--- src/rtl/ksa_pkg.sv ---
// Shared types and constants for the RC4 key-scheduling engine (ksa_engine).
// Build option: define KSA_SKIP_INIT_EN to add the skip_init port to ksa_engine.
package ksa_pkg;

    typedef enum logic [2:0] {
        ST_IDLE = 3'd0,
        ST_INIT = 3'd1,
        ST_RD_I = 3'd2,
        ST_RD_J = 3'd3,
        ST_WR_I = 3'd4,
        ST_WR_J = 3'd5,
        ST_DONE = 3'd6
    } ksa_state_t;

    // Clock cycles spent on each i during the swap phase (RD_I, RD_J, WR_I, WR_J).
    localparam int unsigned CYCLES_PER_SWAP = 4;

    function automatic int unsigned ksa_depth(input int unsigned data_w);
        return 32'd1 << data_w;
    endfunction

endpackage

--- src/rtl/ksa_key_sel.sv ---
// Key byte selector: latches the key when a schedule starts and steps a wrapping
// byte index k; key byte 0 is the most-significant byte of the key port.
module ksa_key_sel
    import ksa_pkg::*;
#(
    parameter int unsigned DATA_W    = 8,
    parameter int unsigned KEY_BYTES = 3
) (
    input  logic                          clk,
    input  logic                          rst,
    input  logic                          load,
    input  logic                          advance,
    input  logic [KEY_BYTES*DATA_W-1:0]   key,
    output logic [DATA_W-1:0]             key_byte
);

    localparam int unsigned KW = (KEY_BYTES > 1) ? $clog2(KEY_BYTES) : 1;

    logic [KEY_BYTES*DATA_W-1:0] key_q, key_d;
    logic [KW-1:0]               k_q, k_d;

    always_comb begin
        key_d = key_q;
        k_d   = k_q;
        if (load) begin
            key_d = key;
            k_d   = '0;
        end else if (advance) begin
            k_d = (k_q == KW'(KEY_BYTES - 1)) ? '0 : k_q + KW'(1);
        end
    end

    always_ff @(posedge clk) begin
        if (rst) begin
            key_q <= '0;
            k_q   <= '0;
        end else begin
            key_q <= key_d;
            k_q   <= k_d;
        end
    end

    always_comb begin
        key_byte = '0;
        for (int unsigned b = 0; b < KEY_BYTES; b++) begin
            if (k_q == KW'(b)) begin
                key_byte = key_q[(KEY_BYTES-1-b)*DATA_W +: DATA_W];
            end
        end
    end

endmodule

--- src/rtl/ksa_engine.sv ---
// RC4 key-scheduling engine driving one single-port S-memory: identity fill, then swap pass.
// Build option: KSA_SKIP_INIT_EN adds skip_init, which bypasses the identity fill.
module ksa_engine
    import ksa_pkg::*;
#(
    parameter int unsigned DATA_W    = 8,
    parameter int unsigned KEY_BYTES = 3
) (
    input  logic                          clk,
    input  logic                          rst,
    input  logic                          start,
`ifdef KSA_SKIP_INIT_EN
    input  logic                          skip_init,
`endif
    input  logic [KEY_BYTES*DATA_W-1:0]   key,
    output logic [DATA_W-1:0]             mem_addr,
    output logic [DATA_W-1:0]             mem_wdata,
    output logic                          mem_wren,
    input  logic [DATA_W-1:0]             mem_rdata,
    output logic                          busy,
    output logic                          done
);

    localparam int unsigned        DEPTH    = ksa_depth(DATA_W);
    localparam logic [DATA_W-1:0]  LAST_IDX = DATA_W'(DEPTH - 1);

    ksa_state_t          state_q, state_d;
    logic [DATA_W-1:0]   i_q, i_d;
    logic [DATA_W-1:0]   j_q, j_d;
    logic [DATA_W-1:0]   si_q, si_d;
    logic [DATA_W-1:0]   key_byte;
    logic [DATA_W-1:0]   jn;
    logic                key_load;
    logic                key_adv;

    ksa_key_sel #(
        .DATA_W    (DATA_W),
        .KEY_BYTES (KEY_BYTES)
    ) u_key_sel (
        .clk      (clk),
        .rst      (rst),
        .load     (key_load),
        .advance  (key_adv),
        .key      (key),
        .key_byte (key_byte)
    );

    assign jn = j_q + mem_rdata + key_byte;

    always_comb begin
        state_d   = state_q;
        i_d       = i_q;
        j_d       = j_q;
        si_d      = si_q;
        key_load  = 1'b0;
        key_adv   = 1'b0;
        mem_addr  = '0;
        mem_wdata = '0;
        mem_wren  = 1'b0;
        unique case (state_q)
            ST_IDLE: begin
                if (start) begin
                    key_load = 1'b1;
                    i_d      = '0;
                    j_d      = '0;
`ifdef KSA_SKIP_INIT_EN
                    state_d  = skip_init ? ST_RD_I : ST_INIT;
`else
                    state_d  = ST_INIT;
`endif
                end
            end
            ST_INIT: begin
                mem_addr  = i_q;
                mem_wdata = i_q;
                mem_wren  = 1'b1;
                i_d       = i_q + DATA_W'(1);
                if (i_q == LAST_IDX) state_d = ST_RD_I;
            end
            ST_RD_I: begin
                mem_addr = i_q;
                state_d  = ST_RD_J;
            end
            // mem_rdata now holds S[i]; its read for S[jn] is issued in the same cycle.
            ST_RD_J: begin
                si_d     = mem_rdata;
                j_d      = jn;
                mem_addr = jn;
                state_d  = ST_WR_I;
            end
            ST_WR_I: begin
                mem_addr  = i_q;
                mem_wdata = mem_rdata;
                mem_wren  = 1'b1;
                state_d   = ST_WR_J;
            end
            ST_WR_J: begin
                mem_addr  = j_q;
                mem_wdata = si_q;
                mem_wren  = 1'b1;
                i_d       = i_q + DATA_W'(1);
                key_adv   = 1'b1;
                state_d   = (i_q == LAST_IDX) ? ST_DONE : ST_RD_I;
            end
            ST_DONE: state_d = ST_IDLE;
            default: state_d = ST_IDLE;
        endcase
    end

    assign busy = (state_q != ST_IDLE) && (state_q != ST_DONE);
    assign done = (state_q == ST_DONE);

    always_ff @(posedge clk) begin
        if (rst) begin
            state_q <= ST_IDLE;
            i_q     <= '0;
            j_q     <= '0;
            si_q    <= '0;
        end else begin
            state_q <= state_d;
            i_q     <= i_d;
            j_q     <= j_d;
            si_q    <= si_d;
        end
    end

endmodule

--- config.mk ---
export PLATFORM = sky130hd
export DESIGN_NAME = ksa_engine
export DESIGN_NICKNAME = d
export VERILOG_FILES = /design/src/rtl/ksa_pkg.sv /design/src/rtl/ksa_key_sel.sv /design/src/rtl/ksa_engine.sv
export SDC_FILE = /design/constraint.sdc
export NUM_CORES = 1
export LEC_CHECK = 0
export ABC_AREA = 1
export CORE_MARGIN = 3
export CORE_UTILIZATION = 40
export CTS_BUF_LIST = sky130_fd_sc_hd__clkbuf_4
export DETAILED_ROUTE_END_ITERATION = 12
export GPL_TIMING_DRIVEN = 1
export PLACE_DENSITY = 0.64
export RECOVER_POWER = 50
export SLEW_MARGIN = 0
export SYNTH_ARGS = -nofsm -noshare
export SYNTH_HDL_FRONTEND = slang
export SYNTH_SLANG_ARGS = --single-unit
--- constraint.sdc ---
create_clock -name clk -period 9.9 [get_ports clk]
set_clock_uncertainty 0.15 [all_clocks]
set_input_delay 2.475 -clock clk [delete_from_list [all_inputs] [get_ports clk]]
set_output_delay 2.475 -clock clk [all_outputs]
set_load 0.02 [all_outputs]
==> reports/metrics.yaml, run 1 <==
synth_xor_area_share_pct: 0.8982
hold_buffers: 0
syn_nets: 467
htreeDepth: 2
diodes: 0
synth_top_family_by_area: "simple AND/OR/NAND/NOR gates"
hp-class: "reg -> reg"
grt_overflow: 0
finalInstanceArea_um2: 3573
power.leakage_uw: 0.001487
cp_cell_sequence: "clkdlybuf4s50_1 -> inv_1 -> fa_1 -> inv_1 -> ha_1 -> inv_1 -> fa_1 -> inv_1 -> a21oi_1 -> xor2_1 -> or2_1 -> nand2_1 -> clkdlybuf4s50_1"
rsz0062_at_grt: "false"
start_util_pct: 42.13
final_cell_mix: "92 x nand2_1, 53 x dfxtp_1, 52 x inv_1, 51 x clkdlybuf4s50_1, 49 x nor2_1"
synth_area_um2: 2925
layout-drive-gt1-share_pct: 4.292
drc: 0
antenna_found_initial: 0
coreArea_um2: 6944
yosysWarnings: 0
critPathRequiredTime_ns: 7.28
setup_viol: 0
fmax_ghz: 0.1247
synth_cell_types: 33
relSlewSlack_pct: 21.55
drv_slew: 0
clockRootBuffer: "clkbuf_4"
synth.avg_cell_area_um2: 7.015
status: "complete, no violations"
final_common_cell: "nand2_1"
cp.arrival_ns: 5.39
cp-end-kind: "primary output"
wl_um: 8049
hold_viol: 0
worstMarginPinSlew_ns: 1.176
synth_compound_area_share_pct: 18.91
final_cell_count_no_fill: 562
powerDensity_nw_per_um2: 139.7
cp-start-kind: "input pin"
ys_seq_area_share_pct: 36.27
wl_per_cell_um: 14.32
worst_path_max_delay_cell: "clkdlybuf4s50_1"
fillers: 698
drv_cap: 0
crit_type: "in -> out"
post-cts-setup-buffers: 0
row_count: 30
nets: 515
yosys-mux-area-fraction_pct: 0
antenna_left: 0
fin_crit_ns: 8.018
synth_cells: 417
place.gp.congestion: 0.9779
cpPeakStageDelay_ns: 0.60
grt_usage_pct: 19.71
io_buffers: 53
cts_buffer_depth: 2
cts_tree: "built"
vias: 2876
place_hpwl_um: 5814
grt_pass1_vias: 2735
clk_pin_slew_ns: 0.16
peakVddDrop_uv: 72.36
placed_cells: 554
timing.final.crit_share_pct: 80.99
cts.sinks: 53
yosys.area_share.simple_pct: 26.30
chipWidth_um: 91.52
tns_ns: 0
areaGrowthSynthToFinish_pct: 22.16
grt_max_degree: 43
clk_latency_ns: 0.39
cts_buffers: 5
dpl_cell_area_um2: 3522
post_drt_via_cell_ratio: 5.117
synth_adder_area_share_pct: 8.469
fin_util_pct: 51.46
cts_resized: 0
cp_max_fo: 3
ys_seq_elements: 53
drt_first_pass_iters: 4
die_area_um2: 8375
grt_pass1_wl_um: 13250
die_y_um: 91.52
power.total_uw: 499.4
dr.first_iter.drc_count: 181
crit_top_cell: "inv_1"
pin_count: 54
layer usage:
| layer | vias up | wire length (µm) | GRT usage, % |
|---|---|---|---|
| met4 | 0 | 55 | 4.271 |
| li1 | 1463 | - | - |
| met3 | 6 | 376 | 2.983 |
| met5 | - | 0 | 0 |
| met2 | 63 | 3820 | 31.41 |
| met1 | 1344 | 3797 | 28.10 |
power by group:
| part | leakage, µW | total, µW | switching (µW) | internal [µW] |
|---|---|---|---|---|
| registers | 0.000433 | 242 | 10.1 | 232 |
| clock network | 0.0000360 | 106 | 74.8 | 31.4 |
| logic | 0.00102 | 151 | 93.7 | 57.4 |
worst max-delay path, delay by kind of cell:
family                   cells  cell delay, ns
AND/OR/NAND/NOR              2            0.31
AO/OA/AOI/OAI                1            0.08
XOR/XNOR                     1            0.13
adder cells (fa/ha/maj)      3            1.03
buffers and inverters        6            1.35
cells by family (layout without fill, tap and decap cells):
| logic type | after synthesis | after routing |
|---|---|---|
| xor+xnor | 3 | 3 |
| buf+inv | 68 | 117 |
| simple gates | 182 | 182 |
| fa+ha+maj | 15 | 15 |
| flops | 53 | 53 |
| compound gates | 96 | 96 |
sequential cells by signal, summed over array words and instances (netlist names):
signal,flops
j_q,8
u_key_sel.k_q,2
si_q,8
u_key_sel.key_q,24
state_q,3
i_q,8
synth_stat cells, drive strengths merged:
master   n  area share [%]
fa       8             5.5
xor2     1            0.30
o221ai   7             2.1
buf      8             1.5
o211ai   5             1.3
nand4    2            0.43
a22oi    3            0.77
nand3b   2            0.51
clkbuf   5            0.64
nor2    52             7.2
o22ai    2            0.43
nand3   28             4.8
a21o     1            0.26
dfxtp   53              36
o21ai   37             6.3
nor3     2            0.73
a21oi   36             6.4
inv     55             7.1
a211oi   3            0.77
ha       7             3.0
a31oi    1            0.21
o311a    1            0.34
or2      2            0.43
nand2   94              12
xnor2    2            0.60
metrics by stage:
step	setup slack, ns	hold slack [ns]
final	1.882	0.3206
after detailed placement	1.898	0.2981
after floorplan	2.969	0.2744
after CTS	1.891	0.3196
after global routing	1.722	0.3410
after global placement	1.908	0.2922
final cells by class:
cell class	count	area, µm²	share of cell area (%)
timing repair buffer	54	538.0	15.06
clock buffer	6	45.04	1.261
multi-input combinational	296	1589	44.47
sequential	53	1061	29.69
tap	96	120.1	3.361
clock inverter	2	13.76	0.3852
inverter	55	206.4	5.777
final timing paths:
path	end	start	cells after the start	slack, ns
max	mem_addr[5]	mem_rdata[1]	13	1.88
min	u_key_sel.key_q[6]$_SDFFE_PP0P_	u_key_sel.key_q[6]$_SDFFE_PP0P_	2	0.32
max reg2reg	j_q[7]$_SDFFE_PP0P_	state_q[0]$_SDFFE_PP0P_	8	6.71
min reg2reg	u_key_sel.key_q[6]$_SDFFE_PP0P_	u_key_sel.key_q[6]$_SDFFE_PP0P_	2	0.32
(Power assumes the default switching activity.)
==> inputs of run 2 (changes only) <==
- PLACE_DENSITY: 0.64 -> 0.66
- clock period: 9.9 -> 6.9 ns (I/O delays scaled with it)
==> run 2 against run 1 <==
  * First-iteration DRC count fell by 22%
  * Sequential share of layout area rose by 0.14 points
  * Register-to-register slack got worse by 3.0 ns
  * Non-clock buffer count fell by 1
  * Clock-buffer cell count fell by 1
  * Critical path depth rose by 2
  * Largest cell class unchanged
  * Worst setup slack got worse by 1.5 ns
  * Clock power rose by 33%
  * Cell count fell by 0.18%
==> reports/metrics.yaml, run 2 (synthesis results as in run 1) <==
status: "complete, no violations"
clk_latency_ns: 0.38  # about the same
cp-start-kind: "input pin"
top_register: "u_key_sel.key_q"
cts_resized: 0  # unchanged
htreeDepth: 2  # unchanged
whs_path_depth: 2  # unchanged
cp.arrival_ns: 4.63  # -0.76 ns
wl_um: 8115  # +0.82%
worstMarginPinSlew_ns: 1.141  # -0.03457 ns
drt_first_pass_iters: 5  # +1
areaGrowthSynthToFinish_pct: 21.60
rsz0062_at_grt: "false"
layout-drive-gt1-share_pct: 3.441  # -0.85 points
layout_setup_ws_ns: 0.3942  # -1.488 ns
relSlewSlack_pct: 23.85  # +2.3 points
crit_top_cell: "inv_1"
cp-end-kind: "primary output"
cts_tree: "built"
antenna_left: 0  # unchanged
io_buffers: 53  # unchanged
drc: 0  # unchanged
clockRootBuffer: "clkbuf_4"
peakVddDrop_uv: 84.46  # +17%
antenna_found_initial: 0  # unchanged
cp_cell_sequence: "clkdlybuf4s50_1 -> inv_1 -> fa_1 -> inv_1 -> ha_1 -> inv_1 -> fa_1 -> inv_1 -> nand3_1 -> nand3_1 -> inv_1 -> nand2_1 -> nand3_1 -> nand2_1 -> clkdlybuf4s50_1"
drv_cap: 0  # unchanged
die_y_um: 91.52  # unchanged
wl_per_cell_um: 14.47  # +1.0%
cts.sinks: 53  # unchanged
grt_pass1_vias: 2749  # +0.51%
cts_buffer_depth: 2  # unchanged
pre_cts_ws_ns: 0.3887  # -1.509 ns
timing.final.crit_share_pct: 94.29
pin_count: 54  # unchanged
grt_overflow: 0  # unchanged
grt_pass1_wl_um: 13040  # -1.6%
dr.first_iter.drc_count: 142  # -22%
clk_pin_slew_ns: 0.16  # about the same
worst_path_max_delay_cell: "clkdlybuf4s50_1"
tns_ns: 0  # unchanged
r2r_slack_ns: 3.69  # -3.02 ns
row_count: 30  # unchanged
hp-class: "reg -> reg"
place_hpwl_um: 5854  # +0.69%
hold_buffers: 0  # unchanged
cpPeakStageDelay_ns: 0.61  # about the same
nets: 514  # -0.19%
fin_crit_ns: 6.506
powerDensity_nw_per_um2: 198.4  # +42%
grt_usage_pct: 19.49  # -0.22 points
fmax_ghz: 0.1537
coreArea_um2: 6944  # unchanged
post-cts-setup-buffers: 0  # unchanged
start_util_pct: 42.13  # unchanged
hold_slack_ns: 0.3186  # -0.001928 ns
drv_slew: 0  # unchanged
largest_reg_flops: 24  # unchanged
vias: 2899  # +0.80%
die_area_um2: 8375  # unchanged
diodes: 0  # unchanged
cts_buffers: 5  # unchanged
final_cell_mix: "92 x nand2_1, 53 x dfxtp_1, 52 x inv_1, 51 x clkdlybuf4s50_1, 49 x nor2_1"
hold_viol: 0  # unchanged
critPathRequiredTime_ns: 5.03  # -2.25 ns
crit_type: "in -> out"
worst-r2r-cell-count: 8  # unchanged
power.leakage_uw: 0.001476  # -0.73%
setup_viol: 0  # unchanged
cp_max_fo: 3  # unchanged
place.gp.congestion: 0.8682  # -11%
post_drt_via_cell_ratio: 5.168  # +0.98%
final_common_cell: "nand2_1"
chipWidth_um: 91.52  # unchanged
grt_max_degree: 43  # unchanged
fin_util_pct: 51.23  # -0.23 points
[run 2: area by class of cell]
type	count	area (µm²)
timing repair buffer	53	530.5
fill	705	3387
multi-input combinational	296	1585
clock inverter	3	16.27
sequential	53	1061
inverter	55	206.4
tap	96	120.1
clock buffer	5	37.54
[run 2: final timing paths]
check | start | to
setup / recovery | mem_rdata[1] | mem_addr[7]
hold / removal | u_key_sel.key_q[13]$_SDFFE_PP0P_ | u_key_sel.key_q[13]$_SDFFE_PP0P_
setup reg to reg | state_q[0]$_SDFFE_PP0P_ | j_q[5]$_SDFFE_PP0P_
hold reg to reg | u_key_sel.key_q[13]$_SDFFE_PP0P_ | u_key_sel.key_q[13]$_SDFFE_PP0P_
[run 2: per-stage QoR]
stage | area, µm² | total power [µW] | cells
6_report | 3557 | 705.9 | 561
5_1_grt | 3557 | 752.5 | 561
4_1_cts | 3568 | 709.2 | 561
3_5_place_dp | 3515 | 573.4 | 553
3_3_place_gp | 3515 | 569.9 | 553
2_1_floorplan | 2925 | 497.7 | 417
[run 2: power breakdown]
part	internal (µW)	switching, µW
clock network	39.1	101
logic	82.1	136
registers	333	14.9
total	454	252
[run 2: critical path: cells and delay by family]
kind                     cells  cell delay (ns)
buffers and inverters        7             1.41
adder cells (fa/ha/maj)      3             1.03
AND/OR/NAND/NOR              5             0.46
[run 2: routing by layer]
metal	routed length, µm	vias to the layer above	part of all wire [%]	global-route usage, %
met5	0	-	0	0
met4	94	0	1.2	4.648
met3	385	11	4.7	2.651
met2	3810	74	47	31.41
met1	3825	1353	47	27.50
li1	-	1461	-	-
